===== src/rtl/cpu_pkg.sv =====
// cpu_pkg: shared widths, opcode constants and fetch FSM state type for the
// 16-bit single-issue core.
package cpu_pkg;

  localparam int DEFAULT_ADDR_W = 8;
  localparam int DEFAULT_INST_W = 16;

  localparam logic [3:0] OP_ADD  = 4'b0000;
  localparam logic [3:0] OP_ADDI = 4'b0100;
  localparam logic [3:0] OP_SUBI = 4'b0101;
  localparam logic [3:0] OP_BEQZ = 4'b1001;
  localparam logic [3:0] OP_HALT = 4'b1100;

  typedef enum logic [1:0] {
    IDLE,
    RUN,
    HALT_PEND,
    HALTED
  } fetch_state_t;

  // True when the opcode field marks the end of the program.
  function automatic logic is_halt(input logic [3:0] opcode);
    return opcode == OP_HALT;
  endfunction

endpackage


===== src/rtl/fetch_sequencer.sv =====
// fetch_sequencer: program counter, one-entry instruction register and fetch
// FSM. Drives the combinational instruction memory and hands words to decode
// over a valid/ready handshake; squashes on branch redirects and stops after
// a halt word has been handed off.
module fetch_sequencer
  import cpu_pkg::*;
#(
  parameter int                ADDR_W   = DEFAULT_ADDR_W,
  parameter int                INST_W   = DEFAULT_INST_W,
  parameter logic [ADDR_W-1:0] RESET_PC = '0
) (
  input  logic              clk,
  input  logic              rst_n,
  input  logic              start,
  output logic [ADDR_W-1:0] imem_addr,
  input  logic [INST_W-1:0] imem_inst,
  output logic              ir_valid,
  output logic [INST_W-1:0] ir,
  output logic [ADDR_W-1:0] ir_pc,
  input  logic              ir_ready,
  input  logic              redirect_valid,
  input  logic [ADDR_W-1:0] redirect_target,
  output logic              busy,
  output logic              halted,
  output logic [15:0]       instr_count
);

  fetch_state_t      state;
  logic [ADDR_W-1:0] pc;
  logic              ir_free;
  logic              xfer;
  logic              fetch_is_halt;

  assign ir_free       = !ir_valid || ir_ready;
  assign xfer          = ir_valid && ir_ready;
  assign fetch_is_halt = is_halt(imem_inst[INST_W-1 -: 4]);
  assign imem_addr     = pc;

  // Fetch FSM: owns the PC, the instruction register, the handshake counter
  // and the registered status flags; a redirect outranks everything else.
  always_ff @(posedge clk or negedge rst_n) begin
    if (!rst_n) begin
      state       <= IDLE;
      pc          <= RESET_PC;
      ir_valid    <= 1'b0;
      ir          <= '0;
      ir_pc       <= '0;
      instr_count <= '0;
      busy        <= 1'b0;
      halted      <= 1'b0;
    end else begin
      if (xfer && instr_count != 16'hFFFF) begin
        instr_count <= instr_count + 16'd1;
      end

      unique case (state)
        IDLE, HALTED: begin
          if (start) begin
            state       <= RUN;
            pc          <= RESET_PC;
            instr_count <= '0;
            busy        <= 1'b1;
            halted      <= 1'b0;
          end
        end

        RUN: begin
          if (redirect_valid) begin
            pc       <= redirect_target;
            ir_valid <= 1'b0;
          end else if (ir_free) begin
            ir       <= imem_inst;
            ir_pc    <= pc;
            ir_valid <= 1'b1;
            if (fetch_is_halt) begin
              state <= HALT_PEND;
            end else begin
              pc <= pc + 1'b1;
            end
          end
        end

        HALT_PEND: begin
          if (redirect_valid) begin
            state    <= RUN;
            pc       <= redirect_target;
            ir_valid <= 1'b0;
          end else if (ir_ready) begin
            state    <= HALTED;
            ir_valid <= 1'b0;
            busy     <= 1'b0;
            halted   <= 1'b1;
          end
        end

        default: begin
          state <= IDLE;
          busy  <= 1'b0;
        end
      endcase
    end
  end

endmodule


===== config.mk =====
export PLATFORM = sky130hd
export DESIGN_NAME = fetch_sequencer
export DESIGN_NICKNAME = d
export VERILOG_FILES = /design/src/rtl/cpu_pkg.sv /design/src/rtl/fetch_sequencer.sv
export SDC_FILE = /design/constraint.sdc
export NUM_CORES = 1
export LEC_CHECK = 0
export ABC_CLOCK_PERIOD_IN_PS = 3600
export CORE_UTILIZATION = 50
export DETAILED_ROUTE_END_ITERATION = 12
export GPL_TIMING_DRIVEN = 0
export PLACE_DENSITY = 0.85
export SLEW_MARGIN = 20
export SYNTH_ARGS = -nofsm -noshare
export SYNTH_HDL_FRONTEND = slang
export SYNTH_SLANG_ARGS = --single-unit

===== constraint.sdc =====
create_clock -name clk -period 3.6 [get_ports clk]
set_input_delay 0.72 -clock clk [delete_from_list [all_inputs] [get_ports clk]]
set_output_delay 0.72 -clock clk [all_outputs]
set_load 0.005 [all_outputs]

==> results of run 1 <==
==> worst paths after layout <==
| kind | from | to | slack, ns | cells after the start |
|---|---|---|---|---|
| setup reg to reg | state[0] | imem_addr[5] | 1.48 | 7 |
| max in group asynchronous | rst_n | ir[11] | 2.74 | 1 |
| min in group clk | ir[15] | ir[15] | 0.51 | 1 |
| hold reg to reg | ir[15] | ir[15] | 0.51 | 1 |
| hold / removal | rst_n | instr_count[7] | 0.43 | 1 |
| setup / recovery | redirect_valid | imem_addr[5] | 1.29 | 6 |
==> power breakdown <==
part           internal (mW)  total (mW)  switching, mW
registers              0.786       0.934          0.148
clock network          0.142       0.348          0.206
logic                  0.621        1.04          0.422
==> critical path: stages <==
cell and delay (ns):
clkdlybuf4s50_1 0.51, and2b_4 0.36, nand2_4 0.11, or4b_4 0.55, o21bai_1 0.16, a221o_1 0.15
==> state kept, by name (all words and copies together) (netlist names) <==
signal       flops
busy             1
halted           1
imem_addr        8
instr_count     16
ir              16
ir_pc            8
ir_valid         1
state            2
==> cells in the mapped netlist (3+ instances only) <==
cell type	count
a21oi_1	6
a22oi_1	3
and3_1	4
dfrtp_1	53
ha_1	5
inv_1	4
mux2_2	23
nand2_1	13
nand2b_1	4
nand3_1	9
nand4_1	6
nor2_1	26
nor2b_1	3
nor3_1	5
nor4_1	3
o21ai_0	10
xnor2_1	9
xor2_1	7
==> per-layer routing <==
metal | track usage [%] | vias up | share of wire (%)
met1 | 29.22 | 998 | 47
met3 | 5.213 | 13 | 5.9
met5 | 0 | - | 0
met4 | 8.333 | 0 | 1.7
met2 | 34.76 | 74 | 46
li1 | - | 1000 | -
==> logic make-up after synthesis <==
logic type	after synthesis	share of synthesized area, %
and+or+nand+nor	91	20.14
DFF	53	51.56
AOI/OAI and AO/OA	33	8.269
muxes	24	10.46
xor gates and xnor gates	16	5.448
buffers and inverters	9	1.702
adders and majority gates	5	2.432
==> stage by stage <==
| step | setup slack (ns) | hold WS [ns] | utilization, % | instances |
|---|---|---|---|---|
| floorplan | 1.642 | 0.4244 | - | 231 |
| global placement | 0.2261 | 0.4640 | 71.10 | 377 |
| detailed placement | 0.9682 | 0.4911 | 71.05 | 377 |
| CTS | 1.300 | 0.4531 | 73.01 | 385 |
| global route | 1.221 | 0.4796 | 73.01 | 385 |
| finish | 1.286 | 0.4263 | 73.01 | 385 |
==> area by class of cell <==
| class | count | area (um^2) | area share (%) |
|---|---|---|---|
| clock buffer | 5 | 68.82 | 1.944 |
| tap | 67 | 83.83 | 2.368 |
| timing repair buffer | 79 | 788.3 | 22.27 |
| sequential | 53 | 1326 | 37.47 |
| multi-input combinational | 169 | 1202 | 33.97 |
| clock inverter | 3 | 26.28 | 0.7423 |
| buffer | 5 | 28.78 | 0.8130 |
| inverter | 4 | 15.01 | 0.4242 |
==> cell usage in the layout (no fill, tap or decap), types with 3 or more instances in the layout <==
| cell type | n |
|---|---|
| clkdlybuf4s50_1 | 78 |
| dfrtp_1 | 53 |
| nor2_1 | 26 |
| mux2_2 | 23 |
| nand2_1 | 13 |
| o21ai_0 | 10 |
| nand3_1 | 9 |
| xnor2_1 | 9 |
| xor2_1 | 7 |
| nand4_1 | 6 |
| a21oi_1 | 6 |
| nor3_1 | 5 |
| ha_1 | 5 |
| clkbuf_8 | 5 |
| inv_1 | 4 |
| nand2b_1 | 4 |
| and3_1 | 4 |
| nor4_1 | 3 |
| nor2b_1 | 3 |
| a22oi_1 | 3 |
==> impl_metrics.py, run 1 <==
metrics = {
    "hold_path": {
        "hold_class": "in2async",
    },
    "synthesis": {
        "synth_seq_cells": 53,
        "async_flop_share_pct": 100.0,
        "avgSynthCellArea_um2": 11.14,
        "syn_nets": 265,
        "ys_seq_area_share_pct": 51.56,
        "syn-instance-count": 231,
        "synth_top_area_share_pct": 51.56,
        "ys.flop_type": "dfrtp_1",
        "yosys-top-cells-area": "dfrtp_1, mux2_2, nor2_1",
        "synth_edf_count": 0,
        "yosysWarnings": 0,
        "yosysTopAreaCell": "dfrtp_1",
        "syn_area_mm2": 0.002572,
        "synth.distinct_cells": 48,
    },
    "cts": {
        "tritoncts": "built",
        "cts-root-buf": "clkbuf_8",
        "post_cts_buffers": 0,
        "cts_hold_buf": 0,
        "cts.repair.resized": 0,
        "cts-htree-levels": 2,
        "numCtsBuffers": 5,
        "cts.clk_slew.worst_paths_ns": 0.10,
        "cts_num_sinks": 53,
        "clockBufferDepth": 2,
        "clk_latency_ns": 0.31,
    },
    "placement": {
        "hpwl_um": 3986,
        "place_area_mm2": 0.003445,
        "place.gp.congestion": 0.8645,
        "port_buffers": 79,
    },
    "floorplanning": {
        "ios": 80,
        "coreArea_mm2": 0.004848,
        "start_util_pct": 53.06,
        "fp.dieH_um": 73.73,
        "die_w_um": 73.73,
        "fp.dieArea_mm2": 0.005436,
        "rows": 25,
    },
    "detailed_routing": {
        "vias_per_cell": 5.416,
        "first_iter_violations": 98,
        "drc": 0,
        "route.vias.total": 2085,
        "ant_nets": 0,
        "wl_per_cell_um": 14.12,
        "firstDrtPassIters": 4,
        "wl_um": 5435,
    },
    "grt": {
        "track_usage_pct": 21.95,
        "antenna_found_initial": 0,
        "grt_pass1_vias": 1982,
        "grt_pass1_wl_um": 9087,
        "grt_max_degree": 54,
        "overflow": 0,
    },
    "timing": {
        "final_hold_viol_count": 0,
        "rsz0062_at_grt": "false",
        "min_period_ns": 2.314,
        "worst_pin_slew_ns": 0.6502,
        "worst_clock_skew_ns": 0.004424,
        "drv_slew": 0,
        "max_slew_margin_pct": 56.65,
        "fmax_mhz": 432.1,
        "finalSetupTns_ns": 0,
        "fin_crit_sh_pct": 64.29,
        "setup_viol": 0,
    },
    "run": {
        "drv_cap": 0,
    },
    "cells_and_area": {
        "final_nets": 351,
        "drive_gt1_share_pct": 13.52,
        "area_growth_pct": 37.60,
        "diodes": 0,
        "n_fill_cell": 361,
        "final_area_mm2": 0.003540,
    },
    "setup_path": {
        "cp-end-kind": "flip-flop",
        "worstPathArrival_ns": 2.57,
        "cp_max_fo": 8,
        "cp_data_required_time_ns": 3.86,
        "critPathKind": "in2reg",
        "cp-start-kind": "input port",
    },
    "power_and_ir_drop": {
        "power.leakage_nw": 1.506,
        "ir_drop_mv": 0.4757,
        "power_density_mw_per_mm2": 656.6,
        "power.total_mw": 2.324,
    },
    "status": {
        "status": "complete, no violations",
    },
}
Power figures use the tool's default switching activity.
==> inputs of run 2 (changes only) <==
--- a/config.mk
+++ b/config.mk
@@ -5,11 +5,11 @@
 export SDC_FILE = /design/constraint.sdc
 export NUM_CORES = 1
 export LEC_CHECK = 0
-export ABC_CLOCK_PERIOD_IN_PS = 3600
-export CORE_UTILIZATION = 50
+export ABC_CLOCK_PERIOD_IN_PS = 2200
+export CORE_UTILIZATION = 47
 export DETAILED_ROUTE_END_ITERATION = 12
 export GPL_TIMING_DRIVEN = 0
-export PLACE_DENSITY = 0.85
+export PLACE_DENSITY = 0.81
 export SLEW_MARGIN = 20
 export SYNTH_ARGS = -nofsm -noshare
 export SYNTH_HDL_FRONTEND = slang
==> constraint.sdc (replaced) <==
create_clock -name clk -period 2.2 [get_ports clk]
set_input_delay 0.44 -clock clk [delete_from_list [all_inputs] [get_ports clk]]
set_output_delay 0.44 -clock clk [all_outputs]
set_load 0.005 [all_outputs]
==> run 2 against run 1 <==
Wire length is 2.1% higher. Core utilization is 4.4 points lower. Clock power is 94% higher. Critical path depth stayed put. Design area is 0.85% higher. Highest routed layer unchanged.
==> impl_metrics.py, run 2 (synthesis results as in run 1) <==
metrics = {
    "grt": {
        "grt_pass1_wl_um": 9508,
        "grt_pass1_vias": 2049,
        "grt_max_degree": 54,
        "overflow": 0,
        "track_usage_pct": 20.47,
        "antenna_found_initial": 0,
    },
    "floorplanning": {
        "rows": 26,
        "coreArea_mm2": 0.005205,
        "ios": 80,
        "fp.dieArea_mm2": 0.005773,
        "die_w_um": 75.98,
        "start_util_pct": 49.42,
        "fp.dieH_um": 75.98,
    },
    "cells_and_area": {
        "final_nets": 351,
        "drive_gt1_share_pct": 13.84,
        "diodes": 0,
        "postLayoutCoreUtil_pct": 68.58,
        "area_growth_pct": 38.76,
        "final_cell_mix": "clkdlybuf4s50_1, dfrtp_1, nor2_1",
        "stdcell_count": 388,
        "largestRegisters": "instr_count x16, ir x16",
        "final_common_cell": "clkdlybuf4s50_1",
        "final_area_mm2": 0.003570,
    },
    "timing": {
        "rsz0062_at_grt": "false",
        "min_period_ns": 2.049,
        "max_slew_margin_pct": 55.40,
        "drv_slew": 0,
        "fin_crit_sh_pct": 93.12,
        "whs_ns": 0.1532,
        "setup_viol": 0,
        "final_hold_viol_count": 0,
        "worst_clock_skew_ns": 0.005796,
        "finalSetupTns_ns": 0,
        "worst_pin_slew_ns": 0.6690,
        "fmax_mhz": 488.1,
    },
    "power_and_ir_drop": {
        "power_density_mw_per_mm2": 1102,
        "power_frac_comb_pct": 43.8,
        "power.leakage_nw": 1.512,
        "p_clk_share_pct": 17.1,
        "sw_frac_of_total_pct": 31.79,
        "ir_drop_mv": 0.6893,
        "seqPwrFrac_pct": 39.1,
        "internal_power_mw": 2.684,
        "netSwitchingPower_mw": 1.251,
    },
    "setup_path": {
        "cp_data_required_time_ns": 2.39,
        "critPathKind": "in2reg",
        "cp_max_fo": 9,
        "cp-start-kind": "input port",
        "cp-end-kind": "flip-flop",
        "worstPathArrival_ns": 2.24,
    },
    "cts": {
        "clk_latency_ns": 0.30,
        "clockBufferDepth": 2,
        "cts.repair.resized": 0,
        "cts_num_sinks": 53,
        "tritoncts": "built",
        "cts-root-buf": "clkbuf_8",
        "cts-htree-levels": 2,
        "post_cts_buffers": 0,
        "cts.clk_slew.worst_paths_ns": 0.09,
        "cts_hold_buf": 0,
        "numCtsBuffers": 5,
    },
    "detailed_routing": {
        "drc": 0,
        "wl_per_cell_um": 14.31,
        "first_iter_violations": 83,
        "route.vias.total": 2068,
        "vias_per_cell": 5.330,
        "firstDrtPassIters": 4,
        "ant_nets": 0,
        "wl_um": 5551,
    },
    "placement": {
        "port_buffers": 79,
        "dp_cells": 380,
        "place_area_mm2": 0.003448,
        "hpwl_um": 4067,
        "place.gp.congestion": 0.8067,
    },
    "hold_path": {
        "hold_class": "in2async",
    },
    "status": {
        "status": "complete, no violations",
    },
    "run": {
        "drv_cap": 0,
    },
}
## run 2: worst paths after layout
path | start | to | slack (ns) | cells after the start
max | redirect_valid | imem_addr[5] | 0.15 | 6
min | rst_n | ir[1] | 0.15 | 1
max reg2reg | state[0] | imem_addr[5] | 0.16 | 7
min reg2reg | ir_pc[2] | ir_pc[2] | 0.49 | 2
max in group asynchronous | rst_n | imem_addr[5] | 1.59 | 1
min in group clk | ir_pc[2] | ir_pc[2] | 0.49 | 2
## run 2: routing by layer
layer | GRT usage (%) | share of wire (%) | wire length, um | vias up
met2 | 35.00 | 49 | 2737 | 59
met3 | 4.551 | 5.2 | 290 | 8
li1 | - | - | - | 988
met1 | 25.75 | 44 | 2436 | 1013
met5 | 0 | 0 | 0 | -
met4 | 6.731 | 1.6 | 88 | 0
## run 2: final cells by class
cell class                      instances  area, um^2
Buffer                                  5       28.78
Clock buffer                            7       86.33
Clock inverter                          1       30.03
Fill cell                             410        1635
Inverter                                4       15.01
Multi-Input combinational cell        169        1207
Sequential cell                        53        1326
Tap cell                               70       87.58
Timing Repair Buffer                   79       788.3
## run 2: critical path: stages
cell and delay [ns]:
clkdlybuf4s50_1 0.59, and2b_4 0.24, or3_1 0.38, buf_6 0.15, o21bai_1 0.14, a221o_1 0.28
## run 2: power by group through the flow
stage | Combinational [mW] | Clock, mW | Sequential, mW
6_report | 1.72 | 0.674 | 1.54
5_1_grt | 1.89 | 0.733 | 1.58
4_1_cts | 1.73 | 0.694 | 1.54
3_5_place_dp | 1.72 | 0 | 1.56
3_3_place_gp | 1.69 | 0 | 1.54
2_1_floorplan | 0.854 | 0 | 1.54
## run 2: through the flow
| step | setup slack, ns | total power [mW] |
|---|---|---|
| 2_1_floorplan | 0.2477 | 2.393 |
| 3_3_place_gp | -0.8822 | 3.234 |
| 3_5_place_dp | -0.1593 | 3.274 |
| 4_1_cts | 0.09712 | 3.966 |
| 5_1_grt | 0.04823 | 4.211 |
| 6_report | 0.1513 | 3.935 |
==> inputs of run 3 (changes only) <==
--- a/config.mk
+++ b/config.mk
@@ -10,6 +10,7 @@
 export DETAILED_ROUTE_END_ITERATION = 12
 export GPL_TIMING_DRIVEN = 0
 export PLACE_DENSITY = 0.81
+export SKIP_CTS_REPAIR_TIMING = 1
 export SLEW_MARGIN = 20
 export SYNTH_ARGS = -nofsm -noshare
 export SYNTH_HDL_FRONTEND = slang
==> results of run 3 <==
No change in the layout: final DEF, timing and power equal those of run 2.
